File: config.mk
export PLATFORM = sky130hd
export DESIGN_NAME = router_pkt_tx
export DESIGN_NICKNAME = d
export VERILOG_FILES = /design/src/rtl/router_pkt_tx.sv
export SDC_FILE = /design/constraint.sdc
export NUM_CORES = 1
export LEC_CHECK = 0
export CORE_UTILIZATION = 50
export CTS_CLUSTER_SIZE = 40
export DETAILED_ROUTE_END_ITERATION = 8
export PLACE_DENSITY_LB_ADDON = 0.15
export SETUP_SLACK_MARGIN = 0.4
export SYNTH_ARGS = -nofsm -noshare
export SYNTH_HDL_FRONTEND = slang
export SYNTH_SLANG_ARGS = --single-unit
File: constraint.sdc
create_clock -name clock -period 6.36 [get_ports clock]
set_clock_uncertainty 0.1 [all_clocks]
set_input_delay 1.272 -clock clock [delete_from_list [all_inputs] [get_ports clock]]
set_output_delay 1.272 -clock clock [all_outputs]
set_load 0.01 [all_outputs]
File: src/rtl/router_pkt_tx.sv
// Packet transmitter feeding a router input port (pkt_valid / data_in / busy).
// A host fills the payload buffer while idle, then pulses start. The block
// emits a header word {tag, dest_addr}, the buffered payload words and a
// trailing parity word (XOR of header and payload), holding each word while
// the router asserts busy. All outputs are registered.
module router_pkt_tx #(
  parameter int unsigned MAX_LEN = 8,
  parameter int unsigned CNT_W   = 4
) (
  input  logic             clock,
  input  logic             reset,
  input  logic             wr_en,
  input  logic [2:0]       wr_data,
  input  logic             start,
  input  logic [1:0]       dest_addr,
  input  logic             tag,
  input  logic             inj_err,
  input  logic             busy,
  output logic [2:0]       data_out,
  output logic             pkt_valid,
  output logic             tx_active,
  output logic             pkt_done,
  output logic             start_err,
  output logic             wr_drop,
  output logic [CNT_W-1:0] buf_count
);

  // Buffer pointer width; storage is rounded up to a power of two so that a
  // pointer slice of the count can index it without range issues.
  localparam int unsigned IDX_W = (MAX_LEN > 1) ? $clog2(MAX_LEN) : 1;
  localparam int unsigned DEPTH = 2 ** IDX_W;
  localparam logic [CNT_W-1:0] MAX_CNT = CNT_W'(MAX_LEN);
  localparam logic [CNT_W-1:0] ONE_CNT = CNT_W'(1);

  typedef enum logic [1:0] {
    StIdle,
    StHeader,
    StPayload,
    StParity
  } state_e;

  state_e           state_q, state_d;
  logic [2:0]       data_out_q, data_out_d;
  logic             pkt_valid_q, pkt_valid_d;
  logic             tx_active_q, tx_active_d;
  logic             pkt_done_q, pkt_done_d;
  logic             start_err_q, start_err_d;
  logic             wr_drop_q, wr_drop_d;
  logic [CNT_W-1:0] buf_count_q, buf_count_d;
  logic [CNT_W-1:0] idx_q, idx_d;
  logic [2:0]       parity_q, parity_d;
  logic             inj_q, inj_d;

  logic [2:0]       buf_q [DEPTH];
  logic             buf_we;
  logic [IDX_W-1:0] wr_ptr;
  logic [IDX_W-1:0] rd_ptr;
  logic [IDX_W-1:0] nx_ptr;
  logic [CNT_W-1:0] nx_idx;
  logic [CNT_W-1:0] eff_count;
  logic [2:0]       acc;

  assign wr_ptr = buf_count_q[IDX_W-1:0];
  assign rd_ptr = idx_q[IDX_W-1:0];
  assign nx_idx = idx_q + ONE_CNT;
  assign nx_ptr = nx_idx[IDX_W-1:0];

  // Next-state and registered-output logic for the transmit FSM.
  always_comb begin
    state_d     = state_q;
    data_out_d  = data_out_q;
    pkt_valid_d = pkt_valid_q;
    tx_active_d = tx_active_q;
    pkt_done_d  = 1'b0;
    start_err_d = 1'b0;
    wr_drop_d   = 1'b0;
    buf_count_d = buf_count_q;
    idx_d       = idx_q;
    parity_d    = parity_q;
    inj_d       = inj_q;
    buf_we      = 1'b0;
    eff_count   = buf_count_q;
    acc         = parity_q ^ buf_q[rd_ptr];

    case (state_q)
      StIdle: begin
        data_out_d  = 3'd0;
        pkt_valid_d = 1'b0;
        tx_active_d = 1'b0;
        // A same-cycle write lands first and counts toward the start check.
        if (wr_en) begin
          if (buf_count_q < MAX_CNT) begin
            buf_we    = 1'b1;
            eff_count = buf_count_q + ONE_CNT;
          end else begin
            wr_drop_d = 1'b1;
          end
        end
        buf_count_d = eff_count;
        if (start) begin
          if (eff_count == '0 || dest_addr == 2'd3) begin
            start_err_d = 1'b1;
          end else begin
            state_d     = StHeader;
            data_out_d  = {tag, dest_addr};
            pkt_valid_d = 1'b1;
            tx_active_d = 1'b1;
            parity_d    = {tag, dest_addr};
            inj_d       = inj_err;
            idx_d       = '0;
          end
        end
      end
      StHeader: begin
        if (!busy) begin
          state_d    = StPayload;
          data_out_d = buf_q[0];
        end
      end
      StPayload: begin
        // Accumulate only on acceptance so stalls never fold a word twice.
        if (!busy) begin
          parity_d = acc;
          if (idx_q == buf_count_q - ONE_CNT) begin
            state_d     = StParity;
            data_out_d  = inj_q ? ~acc : acc;
            pkt_valid_d = 1'b0;
          end else begin
            idx_d      = nx_idx;
            data_out_d = buf_q[nx_ptr];
          end
        end
      end
      StParity: begin
        if (!busy) begin
          state_d     = StIdle;
          pkt_done_d  = 1'b1;
          data_out_d  = 3'd0;
          tx_active_d = 1'b0;
          buf_count_d = '0;
        end
      end
      default: begin
        state_d = StIdle;
      end
    endcase
  end

  // State and output registers with asynchronous reset.
  always_ff @(posedge clock or posedge reset) begin
    if (reset) begin
      state_q     <= StIdle;
      data_out_q  <= 3'd0;
      pkt_valid_q <= 1'b0;
      tx_active_q <= 1'b0;
      pkt_done_q  <= 1'b0;
      start_err_q <= 1'b0;
      wr_drop_q   <= 1'b0;
      buf_count_q <= '0;
      idx_q       <= '0;
      parity_q    <= 3'd0;
      inj_q       <= 1'b0;
    end else begin
      state_q     <= state_d;
      data_out_q  <= data_out_d;
      pkt_valid_q <= pkt_valid_d;
      tx_active_q <= tx_active_d;
      pkt_done_q  <= pkt_done_d;
      start_err_q <= start_err_d;
      wr_drop_q   <= wr_drop_d;
      buf_count_q <= buf_count_d;
      idx_q       <= idx_d;
      parity_q    <= parity_d;
      inj_q       <= inj_d;
    end
  end

  // Payload storage; contents are only meaningful below buf_count.
  always_ff @(posedge clock) begin
    if (buf_we) begin
      buf_q[wr_ptr] <= wr_data;
    end
  end

  assign data_out  = data_out_q;
  assign pkt_valid = pkt_valid_q;
  assign tx_active = tx_active_q;
  assign pkt_done  = pkt_done_q;
  assign start_err = start_err_q;
  assign wr_drop   = wr_drop_q;
  assign buf_count = buf_count_q;

endmodule
==> results of run 1 <==
[registers in the layout, summed over array words and instances (netlist names)]
register   flops
start_err      1
pkt_done       1
buf_count      4
tx_active      1
state_q        2
parity_q       3
data_out       3
pkt_valid      1
buf_q         24
idx_q          4
wr_drop        1
inj_q          1
[worst max-delay path: cells and delay by family]
family,cells,cell delay [ns]
AO/OA/AOI/OAI,3,1.09
XOR/XNOR,1,0.19
buffers and inverters,1,0.53
AND/OR/NAND/NOR,2,0.24
[path summary, 6_finish.rpt]
check	start	end	slack [ns]
setup / recovery	wr_en	pkt_valid$_DFFE_PP0P_	3.08
hold / removal	data_out[2]$_DFFE_PP0P_	data_out[2]$_DFFE_PP0P_	0.42
setup reg to reg	idx_q[0]$_DFFE_PP0P_	data_out[1]$_DFFE_PP0P_	3.36
hold reg to reg	data_out[2]$_DFFE_PP0P_	data_out[2]$_DFFE_PP0P_	0.42
max in group asynchronous	reset	idx_q[3]$_DFFE_PP0P_	4.27
min in group asynchronous	reset	inj_q$_DFFE_PP0P_	1.35
[metal layers]
| metal | share of wire | GRT usage |
|---|---|---|
| met1 | 0.46 | 0.299 |
| met2 | 0.50 | 0.348 |
| met3 | 0.031 | 0.0447 |
| met4 | 0.0066 | 0.0385 |
| met5 | 0 | 0 |
[through the flow]
step	total power, W	util
2_1_floorplan	0.000879	-
3_3_place_gp	0.000992	0.582
3_5_place_dp	0.00101	0.582
6_report	0.00119	0.601
5_1_grt	0.00128	0.601
4_1_cts	0.00120	0.601
[cell families after synthesis]
group,synth area share
XOR/XNOR,0.0390
flip-flops,0.489
adder cells (fa/ha/maj),0.0337
AND/OR/NAND/NOR,0.0896
AO/OA/AOI/OAI,0.122
multiplexers,0.174
buffers and inverters,0.0520
[synthesized netlist by cell type, types with 3 or more instances]
cell type,count,area share
sky130_fd_sc_hd__dfrtp_1,22,0.21
sky130_fd_sc_hd__nor2_1,14,0.020
sky130_fd_sc_hd__o21ai_0,13,0.025
sky130_fd_sc_hd__o22a_1,3,0.010
sky130_fd_sc_hd__mux2i_1,16,0.062
sky130_fd_sc_hd__xnor2_1,4,0.013
sky130_fd_sc_hd__nand2_1,15,0.022
sky130_fd_sc_hd__inv_1,12,0.017
sky130_fd_sc_hd__buf_6,4,0.017
sky130_fd_sc_hd__buf_2,3,0.0058
sky130_fd_sc_hd__nand2b_1,3,0.0072
sky130_fd_sc_hd__a21oi_1,6,0.012
sky130_fd_sc_hd__xor2_1,5,0.017
sky130_fd_sc_hd__a32oi_1,3,0.010
sky130_fd_sc_hd__clkbuf_1,4,0.0058
sky130_fd_sc_hd__nor3_1,5,0.0096
sky130_fd_sc_hd__ha_1,7,0.034
sky130_fd_sc_hd__mux4_2,9,0.078
sky130_fd_sc_hd__edfxtp_1,24,0.28
sky130_fd_sc_hd__mux2_2,7,0.030
[power breakdown]
| part | total (W) | switching, W | internal [W] |
|---|---|---|---|
| combinational | 0.000563 | 0.000284 | 0.000278 |
| clock | 0.000184 | 0.000105 | 0.0000787 |
| sequential | 0.000447 | 0.0000729 | 0.000374 |
| total | 0.00119 | 0.000463 | 0.000730 |
[layout make-up]
type | count | share of cell area
clock inverters | 3 | 0.00816
well taps | 67 | 0.0288
repair buffers | 23 | 0.0790
multi-input cells | 140 | 0.409
flip-flops and latches | 46 | 0.436
inverters | 12 | 0.0155
clock buffers | 5 | 0.0236
==> results_dict.tcl, run 1 <==
set metrics [dict create \
    firstDrtPassIters 4 \
    post_cts.resized_instances 0 \
    netlist_area_mm2 0.00260 \
    vias 1717 \
    cts.root.buffer_cell "sky130_fd_sc_hd__clkbuf_8" \
    pnr_worst_setup_slack_ns 3.08 \
    grt_setup_unrepaired "no" \
    grt_first_pass_wirelength_um 8600 \
    gp_routability_congestion 0.813 \
    die_y_um 74.1 \
    critPathMaxStageDelay_ns 0.84 \
    final-setup-viol-count 0 \
    placed_cells_incl_taps 288 \
    worstPathCellList "clkdlybuf4s50_1 -> nand3b_1 -> xnor2_1 -> o311ai_1 -> o21ai_0 -> nor2_1 -> a21oi_1" \
    drt-vias-per-instance 5.80 \
    drive_above_1_share 0.135 \
    post_route_cell_area_mm2 0.00291 \
    ys_ff_latch 46 \
    worst_skew_pair.late_latency_ns 0.30 \
    synth_cell_type_count 46 \
    pin_count 24 \
    clock_edge_transition_at_the_registers_on_the_reported_setup_and_hold_paths_ns 0.09 \
    track_usage 0.214 \
    final-hold-violation-count 0 \
    ctsLongestPathBuffers 2 \
    worstPathMaxFanout 8 \
    reg2reg_depth 6 \
    status "finished clean" \
    fin_crit_sh 0.516 \
    finalHoldWorstSlack_ns 0.425 \
    most_used_flip_flop_cell_after_synthesis "sky130_fd_sc_hd__edfxtp_1" \
    final_cell_mix "sky130_fd_sc_hd__edfxtp_1 (24), sky130_fd_sc_hd__clkdlybuf4s50_1 (23), sky130_fd_sc_hd__dfrtp_1 (22), sky130_fd_sc_hd__mux2i_1 (16), sky130_fd_sc_hd__nand2_1 (15)" \
    detail_route.drc_violations 0 \
    die_area_mm2 0.00549 \
    final_cell_count_no_fill 296 \
    postCtsHoldBufs 0 \
    async_flop_share 0.478 \
    worst_setup_path_end_kind "flop" \
    die_x_um 74.1 \
    num_rows 25 \
    worst_pin_slew_ns 0.929 \
    yosys_warnings 0 \
    grt_max_degree 24 \
    p_leak_nw 1.07 \
    overflow 0 \
    via_count_of_the_first_global_routing_pass 1721 \
    numClockSinks 46 \
    layout_min_cycle_time_ns 3.28 \
    antenna_left 0 \
    cp_data_arrival_time_ns 3.33 \
    multi_input_comb_area_mm2 0.00119 \
    timing.hold.worst.class "flop to flop" \
    grt_antenna_before_repair 0 \
    critical-path-slowest-cell "sky130_fd_sc_hd__o311ai_1" \
    placement.cell_area_mm2 0.00282 \
    start_util 0.536 \
    detailedPlacementHpwl_um 3860 \
    report.final.slew_viol_count 0 \
    buffer_ports.inserted 23 \
    fillerInstances 405 \
    postCtsSetupBuffers 0 \
    total_routed_wirelength_um 5170 \
    syn_to_final_growth_pct 12.2 \
    worstSetupStartpointType "input pin" \
    preCtsSetupSlack_ns 2.79 \
    tritoncts_buffer_count 5 \
    cap_violations 0 \
    worst-setup-path-type "input pin to flop" \
    floorplan.core_area_mm2 0.00485 \
    hold-path-cell-count 1 \
    synth.yosys.seq_area_share 0.489 \
    power.ir.vdd_worst_v 0.000212 \
    finalSetupTns_ns 0 \
    synth_edf_count 24 \
    cts.htree.levels 2 \
    syn_inst 211 \
    detailedRoute.firstIterationViolations 89 \
    wire_per_inst_um 17.5 \
    final-seq-area_mm2 0.00127 \
    syn_avg_cell_area_um2 12.3 \
    cts_tree "yes" \
    final_common_cell "sky130_fd_sc_hd__edfxtp_1" \
    slew-limit-headroom 0.371 \
    num-nets-final 247 \
    synth_nets 230 \
    critPathRequiredTime_ns 6.41 \
    num_antenna_cells 0 \
    achievable-frequency_ghz 0.305 \
    cellPowerDensity_mw_per_mm2 409 \
]
Power figures use the tool's default switching activity.
==> inputs of run 2 (changes only) <==
- clock period: 6.36 -> 2.82 ns (I/O delays scaled with it)
==> results_dict.tcl, run 2 (synthesis gave the netlist of run 1 again) <==
set metrics [dict create \
    via_count_of_the_first_global_routing_pass 1732 \
    finalPower_w 0.00282 \
    worst_pin_slew_ns 0.857 \
    wire_per_inst_um 17.4 \
    track_usage 0.218 \
    worst_skew_pair.late_latency_ns 0.30 \
    detailedRoute.firstIterationViolations 94 \
    final_common_cell "sky130_fd_sc_hd__edfxtp_1" \
    final-seq-area_mm2 0.00127 \
    critPathRequiredTime_ns 2.92 \
    die_x_um 74.1 \
    grt_first_pass_wirelength_um 8690 \
    worst_setup_path_end_kind "flop" \
    placement.cell_area_mm2 0.00288 \
    tritoncts_buffer_count 5 \
    postCtsHoldBufs 0 \
    cts.root.buffer_cell "sky130_fd_sc_hd__clkbuf_8" \
    number_of_flip_flops_in_the_largest_register 24 \
    final-hold-violation-count 0 \
    antenna_left 0 \
    vias 1776 \
    p_int_w 0.00175 \
    seq_power_share 0.335 \
    ctsLongestPathBuffers 2 \
    syn_to_final_growth_pct 17.3 \
    pin_count 24 \
    power.switching_w 0.00107 \
    total_routed_wirelength_um 5350 \
    cp_data_arrival_time_ns 2.43 \
    fin_crit_sh 0.827 \
    p_leak_nw 1.13 \
    status "finished clean" \
    cellPowerDensity_mw_per_mm2 925 \
    die_area_mm2 0.00549 \
    fillerInstances 389 \
    finalHoldWorstSlack_ns 0.410 \
    drive_above_1_share 0.191 \
    buffer_ports.inserted 23 \
    worstPathMaxFanout 5 \
    grt_setup_unrepaired "yes" \
    final-setup-viol-count 0 \
    layout_min_cycle_time_ns 2.33 \
    power.clock.fraction 0.138 \
    cts_tree "yes" \
    multi_input_comb_area_mm2 0.00124 \
    report.final.slew_viol_count 0 \
    switching_share 0.380 \
    worstSetupStartpointType "flop" \
    post_route_cell_area_mm2 0.00305 \
    final_cell_mix "sky130_fd_sc_hd__edfxtp_1 (24), sky130_fd_sc_hd__clkdlybuf4s50_1 (23), sky130_fd_sc_hd__dfrtp_1 (21), sky130_fd_sc_hd__mux2i_1 (16), sky130_fd_sc_hd__nand2_1 (15)" \
    floorplan.core_area_mm2 0.00485 \
    detailedPlacementHpwl_um 3970 \
    cap_violations 0 \
    cts.htree.levels 2 \
    final_cell_count_no_fill 308 \
    registers.top_by_ff_count "buf_q" \
    achievable-frequency_ghz 0.429 \
    slew-limit-headroom 0.428 \
    placed_cells_incl_taps 296 \
    power.ir.vdd_worst_v 0.000647 \
    clock_edge_transition_at_the_registers_on_the_reported_setup_and_hold_paths_ns 0.09 \
    grt_max_degree 23 \
    firstDrtPassIters 4 \
    detail_route.drc_violations 0 \
    num_antenna_cells 0 \
    start_util 0.536 \
    die_y_um 74.1 \
    drt-vias-per-instance 5.77 \
    grt_antenna_before_repair 0 \
    numClockSinks 46 \
    num-nets-final 259 \
    num_rows 25 \
    worst-setup-path-type "flop to flop" \
    share_comb_of_total_power 0.527 \
    overflow 0 \
    finalSetupTns_ns 0 \
    gp_routability_congestion 0.817 \
    timing.hold.worst.class "flop to flop" \
]
-- run 2: cell count changes in the layout (fill, tap and decap cells not counted), sizes merged --
| cell | previous run | this run |
|---|---|---|
| buf | 0 | 12 |
| clkinv | 0 | 1 |
| inv | 13 | 12 |
-- run 2: per-layer routing --
| metal | vias to the layer above | global-route usage | part of all wire |
|---|---|---|---|
| met5 | - | 0 | 0 |
| met4 | 0 | 0.0726 | 0.011 |
| met3 | 7 | 0.0434 | 0.053 |
| met2 | 42 | 0.351 | 0.48 |
| met1 | 890 | 0.298 | 0.45 |
| li1 | 837 | - | - |
-- run 2: power groups by stage --
stage	clock (W)	combinational, W	sequential (W)
floorplan	0	0.00103	0.000956
finish	0.000389	0.00148	0.000945
CTS	0.000398	0.00142	0.000941
detailed placement	0	0.00138	0.000960
global placement	0	0.00135	0.000951
global route	0.000428	0.00163	0.000960
-- run 2: final cells by class --
type                    instances  area share
clock buffers                   5      0.0226
clock inverters                 3     0.00534
inverters                      12      0.0148
multi-input cells             140       0.407
flip-flops and latches         46       0.417
well taps                      67      0.0275
repair buffers                 35       0.105
-- run 2: metrics by stage --
stage	util	setup slack (ns)
6_report	0.629	0.489
4_1_cts	0.619	0.386
5_1_grt	0.629	0.380
3_5_place_dp	0.594	0.0457
2_1_floorplan	-	0.444
3_3_place_gp	0.594	0.188
-- run 2: path summary, 6_finish.rpt --
check | from | endpoint | slack [ns] | cells past startpoint
max in group asynchronous | reset | buf_count[0]$_DFFE_PP0P_ | 1.40 | 2
min in group asynchronous | reset | pkt_valid$_DFFE_PP0P_ | 0.63 | 2
min | data_out[1]$_DFFE_PP0P_ | data_out[1]$_DFFE_PP0P_ | 0.41 | 1
max reg2reg | buf_count[0]$_DFFE_PP0P_ | state_q[1]$_DFFE_PP0P_ | 0.49 | 8
max | buf_count[0]$_DFFE_PP0P_ | state_q[1]$_DFFE_PP0P_ | 0.49 | 8
min reg2reg | data_out[1]$_DFFE_PP0P_ | data_out[1]$_DFFE_PP0P_ | 0.41 | 1
-- run 2: repair_timing --
action | CTS | global route
endpoints found under the setup margin | 7 | 10
setup buffers | 3 | 1
pin swaps | 0 | 2
resized for setup | 3 | 4
-- run 2: critical path, stage by stage (launching register included) --
cell and delay (ns):
sky130_fd_sc_hd__dfrtp_2 0.41, sky130_fd_sc_hd__inv_1 0.14, sky130_fd_sc_hd__ha_4 0.23, sky130_fd_sc_hd__xor2_1 0.16
sky130_fd_sc_hd__nand3_2 0.16, sky130_fd_sc_hd__or2_4 0.29, sky130_fd_sc_hd__and2_4 0.18, sky130_fd_sc_hd__a211oi_4 0.22
sky130_fd_sc_hd__mux2_1 0.34
==> inputs of run 3 (changes only) <==
- clock period: 2.82 -> 2.05 ns (I/O delays scaled with it)
==> results_dict.tcl, run 3 (synthesis gave the netlist of run 1 again) <==
set metrics [dict create \
    drt-vias-per-instance 5.87 \
    postCtsHoldBufs 0 \
    num_rows 25 \
    status "finished, violations left" \
    detailedPlacementHpwl_um 4750 \
    reg2reg_depth 7 \
    die_area_mm2 0.00549 \
    drive_above_1_share 0.490 \
    via_count_of_the_first_global_routing_pass 2140 \
    numClockSinks 46 \
    firstDrtPassIters 4 \
    cellPowerDensity_mw_per_mm2 1360 \
    switching_share 0.402 \
    achievable-frequency_ghz 0.425 \
    power.switching_w 0.00206 \
    detail_route.drc_violations 0 \
    cts.root.buffer_cell "sky130_fd_sc_hd__clkbuf_8" \
    slew-limit-headroom 0.688 \
    pin_count 24 \
    worst_skew_pair.late_latency_ns 0.31 \
    clock_edge_transition_at_the_registers_on_the_reported_setup_and_hold_paths_ns 0.09 \
    critPathRequiredTime_ns 2.15 \
    antenna_left 0 \
    grt_max_degree 23 \
    track_usage 0.286 \
    violated_checks "setup timing" \
    cts.htree.levels 2 \
    layout_min_cycle_time_ns 2.35 \
    timing.hold.worst.class "input pin to async pin" \
    r2r_setup_slack_ns -0.30 \
    worst-setup-path-type "flop to flop" \
    registers.top_by_ff_count "buf_q" \
    die_y_um 74.1 \
    num_antenna_cells 0 \
    overflow 0 \
    power.ir.vdd_worst_v 0.000829 \
    final_common_cell "sky130_fd_sc_hd__buf_4" \
    vias 2094 \
    p_int_w 0.00307 \
    cts_tree "yes" \
    detailedRoute.firstIterationViolations 172 \
    report.final.slew_viol_count 0 \
    worst_setup_path_end_kind "flop" \
    share_comb_of_total_power 0.628 \
    tritoncts_buffer_count 5 \
    cap_violations 0 \
    grt_setup_unrepaired "yes" \
    total_routed_wirelength_um 7430 \
    gp_routability_congestion 0.844 \
    floorplan.core_area_mm2 0.00485 \
    grt_antenna_before_repair 0 \
    worstSetupStartpointType "flop" \
    p_leak_nw 1.52 \
    num-nets-final 308 \
    number_of_flip_flops_in_the_largest_register 24 \
    seq_power_share 0.260 \
    pnr_worst_setup_slack_ns -0.304 \
    buffer_ports.inserted 23 \
    die_x_um 74.1 \
    finalPower_w 0.00513 \
    finalSetupTns_ns -1.59 \
    fin_crit_sh 1.15 \
    grt_first_pass_wirelength_um 11200 \
    worst_pin_slew_ns 0.466 \
    ctsLongestPathBuffers 2 \
    power.clock.fraction 0.112 \
    wire_per_inst_um 20.8 \
    worstPathMaxFanout 7 \
    final_cell_mix "sky130_fd_sc_hd__buf_4 (46), sky130_fd_sc_hd__edfxtp_1 (24), sky130_fd_sc_hd__dfrtp_1 (19), sky130_fd_sc_hd__mux2i_1 (15), sky130_fd_sc_hd__buf_6 (15)" \
    final-hold-violation-count 0 \
    start_util 0.536 \
    cp_data_arrival_time_ns 2.45 \
    final-setup-viol-count 15 \
    syn_to_final_growth_pct 45.3 \
]
==> run 3: layout make-up <==
type                    instances  area [um^2]
repair buffers                 84          728
flip-flops and latches         46         1270
multi-input cells             140         1550
clock buffers                   5         68.8
clock inverters                 3         21.3
inverters                      12         50.0
well taps                      67         83.8
fillers                       278         1070
==> run 3: power groups by stage <==
stage	Clock [W]	Combinational (W)	Sequential, W
after detailed placement	0	0.00238	0.00133
final	0.000576	0.00322	0.00133
after global routing	0.000616	0.00339	0.00135
after CTS	0.000567	0.00287	0.00131
after global placement	0	0.00228	0.00131
after floorplan	0	0.00150	0.00132
==> run 3: worst paths after layout <==
| path | start | end |
|---|---|---|
| setup / recovery | idx_q[1]$_DFFE_PP0P_ | data_out[0]$_DFFE_PP0P_ |
| hold / removal | reset | data_out[0]$_DFFE_PP0P_ |
| setup reg to reg | idx_q[1]$_DFFE_PP0P_ | data_out[0]$_DFFE_PP0P_ |
| hold reg to reg | data_out[2]$_DFFE_PP0P_ | data_out[2]$_DFFE_PP0P_ |
| max in group asynchronous | reset | buf_count[0]$_DFFE_PP0P_ |
| min in group clock | data_out[2]$_DFFE_PP0P_ | data_out[2]$_DFFE_PP0P_ |
==> run 3: metrics by stage <==
| step | worst slack, ns | area (um^2) | util | hold slack [ns] | cells |
|---|---|---|---|---|---|
| final | -0.304 | 3770 | 0.779 | 0.335 | 357 |
| after global routing | -0.349 | 3770 | 0.779 | 0.384 | 357 |
| after CTS | -0.274 | 3620 | 0.747 | 0.357 | 349 |
| after detailed placement | -0.412 | 3200 | 0.659 | 0.411 | 331 |
| after global placement | -0.314 | 3200 | 0.659 | 0.397 | 331 |
| after floorplan | -0.232 | 2640 | - | 0.299 | 211 |
==> run 3: timing repair <==
item,4_1_cts,5_1_grt
buffers inserted,10,8
endpoints found under the setup margin,52,47
hold endpoints to repair,0,0
resized for setup,80,24
pin swaps,15,14
==> run 3: worst max-delay path, stage by stage, from the launching register on <==
cell                      delay (ns)
sky130_fd_sc_hd__dfrtp_1        0.44
sky130_fd_sc_hd__ha_4           0.30
sky130_fd_sc_hd__buf_12         0.12
sky130_fd_sc_hd__mux4_2         0.51
sky130_fd_sc_hd__mux2_4         0.28
sky130_fd_sc_hd__a32oi_2        0.23
sky130_fd_sc_hd__a21oi_2        0.09
sky130_fd_sc_hd__o22a_1         0.17
==> run 3: layer usage <==
| metal | GRT usage | wire length [um] |
|---|---|---|
| met5 | 0 | 0 |
| met1 | 0.346 | 2990 |
| met3 | 0.0583 | 290 |
| met2 | 0.517 | 4010 |
| met4 | 0.0812 | 131 |
